==> config.mk <==
export PLATFORM = sky130hd
export DESIGN_NAME = prio_encoder_16to4_flat
export DESIGN_NICKNAME = d
export VERILOG_FILES = /design/src/rtl/prio_encoder_16to4_if.sv /design/src/rtl/prio_encoder_16to4.sv /design/src/flat_wrapper.sv
export SDC_FILE = /design/constraint.sdc
export NUM_CORES = 1
export LEC_CHECK = 0
export ABC_AREA = 1
export CAP_MARGIN = 20
export CORE_MARGIN = 5
export CORE_UTILIZATION = 47
export DETAILED_ROUTE_END_ITERATION = 8
export PLACE_DENSITY_LB_ADDON = 0.3
export RECOVER_POWER = 100
export SLEW_MARGIN = 15
export SYNTH_ARGS = -nofsm -noshare
export SYNTH_HDL_FRONTEND = slang
export SYNTH_SLANG_ARGS = --single-unit
==> constraint.sdc <==
create_clock -name clk -period 2.7 [get_ports clk]
set_clock_uncertainty 0.2 [all_clocks]
set_input_delay 0.27 -clock clk [delete_from_list [all_inputs] [get_ports clk]]
set_output_delay 0.27 -clock clk [all_outputs]
set_load 0.01 [all_outputs]
==> src/rtl/prio_encoder_16to4_if.sv <==
// rtl/prio_encoder_16to4_if.sv - valid/ready code output port of the priority encoder
interface prio_encoder_16to4_if #(
    parameter int CODE_W = 4
);
    logic              out_valid;
    logic              out_ready;
    logic [CODE_W-1:0] out_code;

    modport master (
        output out_valid,
        output out_code,
        input  out_ready
    );

    modport slave (
        input  out_valid,
        input  out_code,
        output out_ready
    );
endinterface

==> src/rtl/prio_encoder_16to4.sv <==
// rtl/prio_encoder_16to4.sv - sequential 16-to-4 priority encoder with sticky pending register
module prio_encoder_16to4 #(
    parameter int N_IN      = 16,
    parameter int CODE_W    = 4,
    parameter bit LOW_FIRST = 1'b0
) (
    input  logic                   clk,
    input  logic                   rst_n,
    input  logic                   en_n,
    input  logic [N_IN-1:0]        req,
    prio_encoder_16to4_if.master   out,
    output logic [N_IN-1:0]        pend,
    output logic                   idle
);
    logic [N_IN-1:0]   pend_q;
    logic [N_IN-1:0]   capture;
    logic [N_IN-1:0]   clear_mask;
    logic [CODE_W-1:0] sel;
    logic [CODE_W-1:0] code_q;
    logic              valid_q;
    logic              load;

    assign capture = en_n ? '0 : req;
    assign load    = (|pend_q) && (!valid_q || out.out_ready);

    // Later loop iterations override earlier ones, so the scan direction sets the winner.
    always_comb begin
        sel = '0;
        if (LOW_FIRST) begin
            for (int i = N_IN - 1; i >= 0; i--) begin
                if (pend_q[i]) sel = i[CODE_W-1:0];
            end
        end else begin
            for (int i = 0; i < N_IN; i++) begin
                if (pend_q[i]) sel = i[CODE_W-1:0];
            end
        end
    end

    always_comb begin
        clear_mask = '0;
        if (load) clear_mask[sel] = 1'b1;
    end

    // A fresh request on the line being serviced is OR-ed back in after the clear.
    always_ff @(posedge clk or negedge rst_n) begin
        if (!rst_n) begin
            pend_q  <= '0;
            valid_q <= 1'b0;
            code_q  <= '0;
        end else begin
            pend_q <= (pend_q & ~clear_mask) | capture;
            if (load) begin
                valid_q <= 1'b1;
                code_q  <= sel;
            end else if (valid_q && out.out_ready) begin
                valid_q <= 1'b0;
            end
        end
    end

    assign out.out_valid = valid_q;
    assign out.out_code  = code_q;
    assign pend          = pend_q;
    assign idle          = !valid_q && (pend_q == '0);
endmodule
==> src/flat_wrapper.sv <==
// flat-port wrapper written by rule: the top's interface ports become plain ports
module prio_encoder_16to4_flat 
#(
    parameter int N_IN      = 16,
    parameter int CODE_W    = 4,
    parameter bit LOW_FIRST = 1'b0
)
  (clk, rst_n, en_n, req, pend, idle, out_out_valid, out_out_code, out_out_ready);
  prio_encoder_16to4_if #(.CODE_W(CODE_W)) out_i ();
  input  logic clk;
  input  logic rst_n;
  input  logic en_n;
  input  logic [N_IN-1:0] req;
  output logic [N_IN-1:0] pend;
  output logic idle;
  output wire logic [$bits(out_i.out_valid)-1:0] out_out_valid;
  output wire logic [$bits(out_i.out_code)-1:0] out_out_code;
  input wire logic [$bits(out_i.out_ready)-1:0] out_out_ready;
  assign out_out_valid = out_i.out_valid;
  assign out_out_code = out_i.out_code;
  assign out_i.out_ready = out_out_ready;
  prio_encoder_16to4 #(.N_IN(N_IN), .CODE_W(CODE_W), .LOW_FIRST(LOW_FIRST)) u_core (.clk(clk), .rst_n(rst_n), .en_n(en_n), .req(req), .out(out_i), .pend(pend), .idle(idle));
endmodule
==> After elaboration in Yosys (flattened, before gate mapping) <==
Index checks and enable logic that the tools add are counted.
{ "totals": {"ff_bits": 21, "latch_bits": 0, "mem_bits_rw": 0, "mem_bits_ro": 0, "in_bits": 20, "output_inout_bits": 22, "elab_cells": 38, "mem_count": 0} }
{ "op_classes": {"n_addsub": 0, "n_mul": 0, "div_mod_pow": 0, "order_cmp": 2, "eq_ne": 0, "shift": 0, "muxes": 21, "bitwise_logic": 3, "n_reduce_logical": 9} }
{ "ops": {"columns": ["cell", "count"], "rows": [
  ["4-bit 2-to-1 mux", 13],
  ["16-bit 2-to-1 mux", 2],
  ["16-bit bitwise AND", 1],
  ["16-bit logical NOT", 1],
  ["16-bit inverter", 1],
  ["16-bit OR", 1],
  ["16-bit OR reduction", 1],
  ["4-bit by 5-bit < comparator with 1-bit output, second input constant", 1],
  ["1-bit demux with 4-bit select", 1],
  ["4-bit by 1-bit >= comparator with 1-bit output, second input constant", 1],
  ["1-bit logical AND", 4],
  ["1-bit 2-to-1 mux", 4],
  ["2-bit 2-to-1 mux", 1],
  ["2-bit nonzero test", 1],
  ["1-bit logical NOT", 1],
  ["1-bit logical OR", 1]
]} }

==> Longest topological paths before layout <==
Gate-level depths: netlist of run 1.
{ "depth": {"depth_word": 23, "ltp_mapped": 18} }

==> Worst setup path before layout of run 1 <==
No wires, ideal clock.
{ "synth_timing": {"path_type": "register to register", "from": "reg u_core.pend_q[2] (netlist: u_core.pend[2])", "to": "reg u_core.pend_q[7] (netlist: u_core.pend[7])", "setup_time_ps": 117, "arrival_time_ps": 1449, "required_ps": 2383, "path_slack_ps": 934, "stages_incl_launch_ff": 19, "path_buffers": 0, "cell_sequence": "dfrtp_1 inv_1 nand2_1 nand2_1 nand2_1 nand2_1 nand2_1 nand2_1 nand2_1 nand2_1 nand2_1 nand2_1 nand2_1 nand2_1 nand2_2 nand2_1 nand3_1 nand2_1 nand2_1"} }
{ "synth_between": {"elab_chain_cells": 22, "word_cells_on_any_way": 25, "classes_between": "order compare: 2; mux: 17; bitwise: 3; reduce/logical: 3"} }
{ "synth_rtl": {"columns": ["item", "line_no", "rtl"], "rows": [
  ["start, declared", "prio_encoder_16to4.sv:15", "logic [N_IN-1:0] pend_q;"],
  ["start signal, assigned", "prio_encoder_16to4.sv:52", "pend_q <= (pend_q & ~clear_mask) | capture;"],
  ["2-bit 2-to-1 mux", "prio_encoder_16to4.sv:35", "if (pend_q[i]) sel = i[CODE_W-1:0];"],
  ["4-bit 2-to-1 mux (13 in series)", "prio_encoder_16to4.sv:35", null],
  ["4-bit by 5-bit < comparator with 1-bit output (implied by the code) / 4-bit by 1-bit >= comparator with 1-bit output (equally long branches)", "prio_encoder_16to4.sv:42", "if (load) clear_mask[sel] = 1'b1;"],
  ["1-bit logical AND (implied by the code)", "prio_encoder_16to4.sv:42", null],
  ["1-bit 2-to-1 mux (implied by the code)", "prio_encoder_16to4.sv:42", null],
  ["1-bit demux with 4-bit select", null, null],
  ["16-bit 2-to-1 mux *", "prio_encoder_16to4.sv:42", null],
  ["16-bit inverter *", "prio_encoder_16to4.sv:52", null],
  ["16-bit bitwise AND *", "prio_encoder_16to4.sv:52", null],
  ["16-bit OR *", "prio_encoder_16to4.sv:52", null]
]} }
Every way passes the cells marked *; elsewhere a longest branch is shown, timed or not.
A chain may end at the register's enable or synchronous reset.

==> Worst setup path after layout of run 1 <==
{ "layout_timing": {"from": "reg u_core.pend_q[15] (netlist: u_core.pend[15])", "to": "out idle"} }
{ "layout_between": {"elab_chain_cells": 2} }
{ "layout_rtl": {"columns": ["item", "line_no", "rtl"], "rows": [
  ["16-bit logical NOT", "prio_encoder_16to4.sv:65", "assign idle = !valid_q && (pend_q == '0);"],
  ["1-bit logical AND", "prio_encoder_16to4.sv:65", null],
  ["end, declared", "flat_wrapper.sv:15", "output logic idle;"]
]} }
Every way passes these cells.

==> results_dict.tcl, run 1 <==
set metrics [dict create \
    synth_edf_count 0 \
    ys_warn_count 0 \
    switching_power_mw 0.2076 \
    maxCapViolations 0 \
    worst_setup_path_end_kind "output pin" \
    p_leak_nw 0.7190 \
    core_um2 2255 \
    worst_path_max_delay_cell "clkdlybuf4s50_1" \
    cts_tree "built" \
    hold_end "u_core.pend[7]" \
    whs_path_depth 3 \
    die_area_um2 3465 \
    post_drt_wl_per_cell_um 12.70 \
    h-tree-depth 1 \
    critical_path.max_fanout 8 \
    ios 42 \
    synth-seq-cells 21 \
    hold_path.class "primary input to flip-flop" \
    grt_antenna_before_repair 0 \
    grt_usage_pct 17.75 \
    crit_type "flip-flop to output pin" \
    pwr-share-seq_pct 52.3 \
    hold_start "req[7]" \
    fmax_ghz 0.3972 \
    grt_pass1_vias 1076 \
    yosysSeqAreaShare_pct 46.82 \
    status "complete, no violations" \
    multiInputGateArea_um2 467.9 \
    clk_pin_slew_ns 0.13 \
    fp.dieH_um 58.87 \
    period_needed_ns 2.517 \
    ff2ff_path_depth 13 \
    num_antenna_cells 0 \
    drc 0 \
    r2r_end "u_core.pend[10]" \
    ctsResizeCount 0 \
    tightest_slew_ns 1.144 \
    synth_nets 175 \
    rsz0062_at_grt "false" \
    dieWidth_um 58.87 \
    cts_hold_buf 0 \
    final_hold_viol_count 0 \
    grt_pass1_wl_um 4705 \
    cts_buffers 3 \
    maxSlewHeadroom_pct 23.72 \
    clk_latency_ns 0.31 \
    power_frac_comb_pct 23.5 \
    min_period_over_period_pct 93.24 \
    nFillCells 204 \
    slew_violations 0 \
    power.internal_mw 0.4562 \
    async_reset_ff_share_pct 100.0 \
    setup_viol 0 \
    clockBufferDepth 2 \
    ys_types 20 \
    portBuffers 41 \
    grt_max_degree 22 \
    drt_iter0_markers 32 \
    dr_total_vias 1134 \
    place_congestion 0.8993 \
    dr.pass1.iters 4 \
    synthCells 155 \
    wl_um 2895 \
    row_count 17 \
    root_buffer "clkbuf_4" \
    final_core_util_pct 69.42 \
    p_per_area_nw_per_um2 424.1 \
    synth_flop_cell "dfrtp_1" \
    post_synth.cell_area_avg_um2 7.241 \
    setup_tns_ns 0 \
    synth_top_area_share_pct 46.82 \
    cp_slowest_stage_delay_ns 0.56 \
    crit_chain "inv_2 -> nand4_1 -> nor2_2 -> nand2_2 -> nor3_1 -> clkdlybuf4s50_1" \
    syn_area_um2 1122 \
    critical_path.startpoint_type "flip-flop" \
    crit_family "buffers and inverters" \
    netlist.top_cell.by_area "dfrtp_1" \
    ff_latch_area_um2 525.5 \
    timing.rr.start "u_core.pend[15]" \
    fin_nets 221 \
    max-vdd-ir-drop_uv 295.9 \
    path_buf_inv 2 \
    drive_above_1_share_pct 6.000 \
    post_cts.repair.setup_buffers 0 \
    syn_to_final_growth_pct 39.46 \
    detail-route-antenna-nets 0 \
    viasPerCell 4.974 \
    post-dp-hpwl_um 2325 \
    switching_share_pct 31.27 \
    critical_path_arrival_ns 2.05 \
    grt-ovfl-total 0 \
    r2r_slack_ns 0.35 \
    initial_core_util_pct 49.78 \
    cp.required_ns 2.23 \
    clkPwrFrac_pct 24.1 \
    synth_area_leaders "dfrtp_1 (47%), nand2_1 (20%), inv_1 (6.0%)" \
    clkSinkCount 21 \
]
[cells in the mapped netlist, types with 2 or more instances]
master   instances
a21oi_1          2
dfrtp_1         21
inv_1           18
inv_2            5
nand2_1         60
nand2_2          3
nand3_1         12
nand4_1          4
nor2_1          12
nor3_1           4
o21ai_0          2
o21ai_1          4
[stage by stage]
stage                     std cells  cell area [µm²]  total power [mW]  hold slack (ns)  setup WS [ns]
after global placement          224             1572            0.5193           0.2799         0.5919
after detailed placement        224             1572            0.5257           0.2890         0.5629
final                           228             1565            0.6638           0.2773         0.1825
after floorplan                 155             1122            0.4319          -0.2256         0.9342
after global routing            228             1565            0.6995           0.2572        0.03548
after CTS                       228             1602            0.6795          0.09172         0.2050
[tightest hold or removal path: cells and delay by family]
family	cells	cell delay, ns
buf+inv	1	0.39
simple gates	2	0.10
[metal layers]
layer	wire [µm]	part of all wire [%]	global-route usage [%]
met3	203	7.0	3.728
met1	1222	42	21.81
met5	0	0	0
met4	46	1.6	4.854
met2	1423	49	31.23
[kinds of logic after synthesis]
logic type | synth area share, %
buffers and inverters | 8.584
AO/OA/AOI/OAI | 4.125
AND/OR/NAND/NOR | 40.47
flip-flops | 46.82
[layout make-up]
| type | instances | share of cell area (%) |
|---|---|---|
| Tap cell | 28 | 2.238 |
| Multi-Input combinational cell | 109 | 29.90 |
| Clock inverter | 1 | 0.4796 |
| Inverter | 24 | 5.915 |
| Clock buffer | 3 | 1.439 |
| Sequential cell | 21 | 33.57 |
| Timing Repair Buffer | 42 | 26.46 |
[cells in the final DEF, fill, tap and decap left out]
cell type,count
nand2_1,61
dlygate4sd3_1,22
dfrtp_1,21
inv_1,20
clkdlybuf4s50_1,19
nor2_1,14
nand3_1,12
nand4_1,5
o21ai_0,5
nor3_1,4
inv_2,3
clkbuf_4,3
a21oi_1,2
nand2_2,2
o21ai_1,1
nor3_2,1
nor2_2,1
inv_4,1
a31oi_1,1
clkinvlp_4,1
clkbuf_1,1
[power by group through the flow]
stage               clock, mW  sequential [mW]  combinational (mW)
finish                  0.160            0.347               0.156
global route            0.180            0.350               0.170
CTS                     0.159            0.348               0.172
detailed placement          0            0.354               0.171
global placement            0            0.353               0.167
floorplan                   0            0.361              0.0705
[worst max path at each step]
stage / start / endpoint / slack [ns] / depth (start not counted)
2_1_floorplan: u_core.pend[2] / u_core.pend[7] / 0.93 / 18
3_3_place_gp: u_core.pend[9] / idle / 0.59 / 6
3_5_place_dp: u_core.pend[15] / idle / 0.56 / 6
4_1_cts: u_core.pend[15] / idle / 0.21 / 6
5_1_grt: u_core.pend[15] / idle / 0.04 / 6
6_report: u_core.pend[15] / idle / 0.18 / 6
[sequential cells by signal (all words and copies together), names as in the netlist]
register,count
u_core.out.out_valid,1
u_core.pend,16
u_core.out.out_code,4
Note: power is estimated with default switching activity, not from simulation.
==> run 2, diff against run 1 <==
--- a/config.mk
+++ b/config.mk
@@ -6,6 +6,7 @@
 export NUM_CORES = 1
 export LEC_CHECK = 0
 export ABC_AREA = 1
+export ABC_CLOCK_PERIOD_IN_PS = 2700
 export CAP_MARGIN = 20
 export CORE_MARGIN = 5
 export CORE_UTILIZATION = 47
==> results of run 2 <==
The final DEF is identical to that of run 1; final timing and power are the same.
==> run 3, diff against run 2 <==
--- a/config.mk
+++ b/config.mk
@@ -8,8 +8,10 @@
 export ABC_AREA = 1
 export ABC_CLOCK_PERIOD_IN_PS = 2700
 export CAP_MARGIN = 20
+export CELL_PAD_IN_SITES_DETAIL_PLACEMENT = 1
+export CELL_PAD_IN_SITES_GLOBAL_PLACEMENT = 1
 export CORE_MARGIN = 5
-export CORE_UTILIZATION = 47
+export CORE_UTILIZATION = 32
 export DETAILED_ROUTE_END_ITERATION = 8
 export PLACE_DENSITY_LB_ADDON = 0.3
 export RECOVER_POWER = 100
==> run 3 against run 2 <==
Effect of this change: non-clock buffer count is the same; via count grew 0.62%; power grew 1.8%; register-to-register slack is essentially flat; sequential share of layout area shrank 0.71 points; final cell count grew 7.9%; sequential power is essentially flat; critical path depth is the same; critical endpoint unchanged; highest routed layer unchanged.
==> results_dict.tcl, run 3 (same netlist as run 1, synthesis figures left out) <==
set metrics [dict create \
    maxCapViolations 0 \
    max-vdd-ir-drop_uv 135.9 \
    grt-ovfl-total 0 \
    ios 42 \
    pwr-share-seq_pct 51.4 \
    clockBufferDepth 2 \
    critical_path.startpoint_type "flip-flop" \
    setup_viol 0 \
    timing.rr.start "u_core.pend[15]" \
    die_area_um2 4791 \
    clk_latency_ns 0.32 \
    clkPwrFrac_pct 24.8 \
    drc 0 \
    post-route-worst-setup-slack_ns 0.3065 \
    maxSlewHeadroom_pct 22.05 \
    hold_end "u_core.pend[14]" \
    period_needed_ns 2.393 \
    portBuffers 41 \
    wl_um 3347 \
    switching_share_pct 32.39 \
    viasPerCell 4.638 \
    whs_path_depth 3 \
    detail-route-antenna-nets 0 \
    worst_path_max_delay_cell "dfrtp_1" \
    grt_pass1_wl_um 5727 \
    syn_to_final_growth_pct 42.47 \
    hold_path.class "primary input to flip-flop" \
    post_cts.repair.setup_buffers 0 \
    fp.dieH_um 69.22 \
    ff2ff_path_depth 13 \
    worst_setup_path_end_kind "output pin" \
    slew_violations 0 \
    setup_tns_ns 0 \
    grt_max_degree 22 \
    status "complete, no violations" \
    dr_total_vias 1141 \
    largest_register_ffs 16 \
    post-dp-hpwl_um 2711 \
    place_congestion 0.7980 \
    post_drt_wl_per_cell_um 13.61 \
    rsz0062_at_grt "false" \
    r2r_end "u_core.pend[11]" \
    cts_tree "built" \
    r2r_slack_ns 0.35 \
    p_per_area_nw_per_um2 422.4 \
    clkSinkCount 21 \
    power.internal_mw 0.4567 \
    crit_type "flip-flop to output pin" \
    root_buffer "clkbuf_4" \
    critical_path_arrival_ns 1.92 \
    grt_antenna_before_repair 0 \
    cp.required_ns 2.23 \
    switching_power_mw 0.2188 \
    initial_core_util_pct 33.37 \
    p_leak_nw 0.7219 \
    whs_ns 0.2679 \
    row_count 21 \
    drive_above_1_share_pct 5.500 \
    layout_commonest_cell "nand2_1" \
    critical_path.max_fanout 8 \
    place_ws_ns 0.5357 \
    clk_pin_slew_ns 0.13 \
    cts_buffers 3 \
    hold_start "req[14]" \
    final_hold_viol_count 0 \
    fin_nets 221 \
    dieWidth_um 69.22 \
    min_period_over_period_pct 88.65 \
    grt_pass1_vias 1238 \
    core_um2 3363 \
    tightest_slew_ns 1.169 \
    power_frac_comb_pct 23.8 \
    grt_usage_pct 14.48 \
    fmax_ghz 0.4178 \
    dr.pass1.iters 4 \
    h-tree-depth 1 \
    mostFrequentLayoutCells "nand2_1 (61), inv_1 (22), dlygate4sd3_1 (22)" \
    crit_chain "inv_1 -> nand4_1 -> nor2_1 -> nand2_2 -> nor3_1 -> clkbuf_1" \
    num_antenna_cells 0 \
    cts_hold_buf 0 \
    cp_slowest_stage_delay_ns 0.43 \
    drt_iter0_markers 47 \
]
run 3: cell types whose count changed in the layout (fill, tap and decap cells not counted), sizes merged:
cell	previous run	this run
inv	24	23
clkdlybuf4s50	19	18
clkinv	0	1
clkbuf	4	5
run 3: through the flow:
stage / area (µm²) / total power [mW] / std cells / utilization, %
after global routing: 1599 / 0.7019 / 246 / 47.54
after global placement: 1594 / 0.5218 / 242 / 47.40
final: 1599 / 0.6755 / 246 / 47.54
after CTS: 1622 / 0.6899 / 246 / 48.21
after detailed placement: 1594 / 0.5301 / 242 / 47.40
after floorplan: 1122 / 0.4319 / 155 / -
run 3: repair_timing:
item / in CTS / in global routing
resized for setup: 0 / 1
endpoints found under the hold margin: 0 / 0
endpoints found under the setup margin: 0 / 1
run 3: how the worst max path moves through the flow:
stage	startpoint	endpoint	depth (start not counted)	slack, ns
2_1_floorplan	u_core.pend[2]	u_core.pend[7]	18	0.93
3_3_place_gp	u_core.pend[9]	idle	6	0.57
3_5_place_dp	u_core.pend[15]	idle	6	0.54
4_1_cts	u_core.pend[15]	idle	6	0.17
5_1_grt	u_core.pend[15]	u_core.pend[10]	13	0.19
6_report	u_core.pend[15]	idle	6	0.31
run 3: metal layers:
layer  vias to the layer above  GRT usage [%]  routed length (µm)
li1                        571              -                   -
met4                         0          3.905                  45
met2                        24          26.38                1729
met5                         -              0                   0
met1                       541          17.04                1430
met3                         5          3.043                 141
run 3: cell type report:
class / count / area (µm²)
fillers: 450 / 1764
flip-flops and latches: 21 / 525.5
multi-input cells: 109 / 489.2
repair buffers: 42 / 407.9
inverters: 24 / 91.34
well taps: 46 / 57.56
clock buffers: 3 / 22.52
clock inverters: 1 / 5.005
run 3: power by group through the flow:
stage | logic (mW) | clock network, mW | registers (mW)
finish | 0.161 | 0.168 | 0.347
global route | 0.177 | 0.176 | 0.350
CTS | 0.176 | 0.166 | 0.348
detailed placement | 0.175 | 0 | 0.355
global placement | 0.169 | 0 | 0.353
floorplan | 0.0705 | 0 | 0.361
run 3: critical path: cells and delay by family (launching register included):
family	cells	cell delay (ns)
buffers and inverters	2	0.41
flip-flops	1	0.43
AND/OR/NAND/NOR	4	0.75
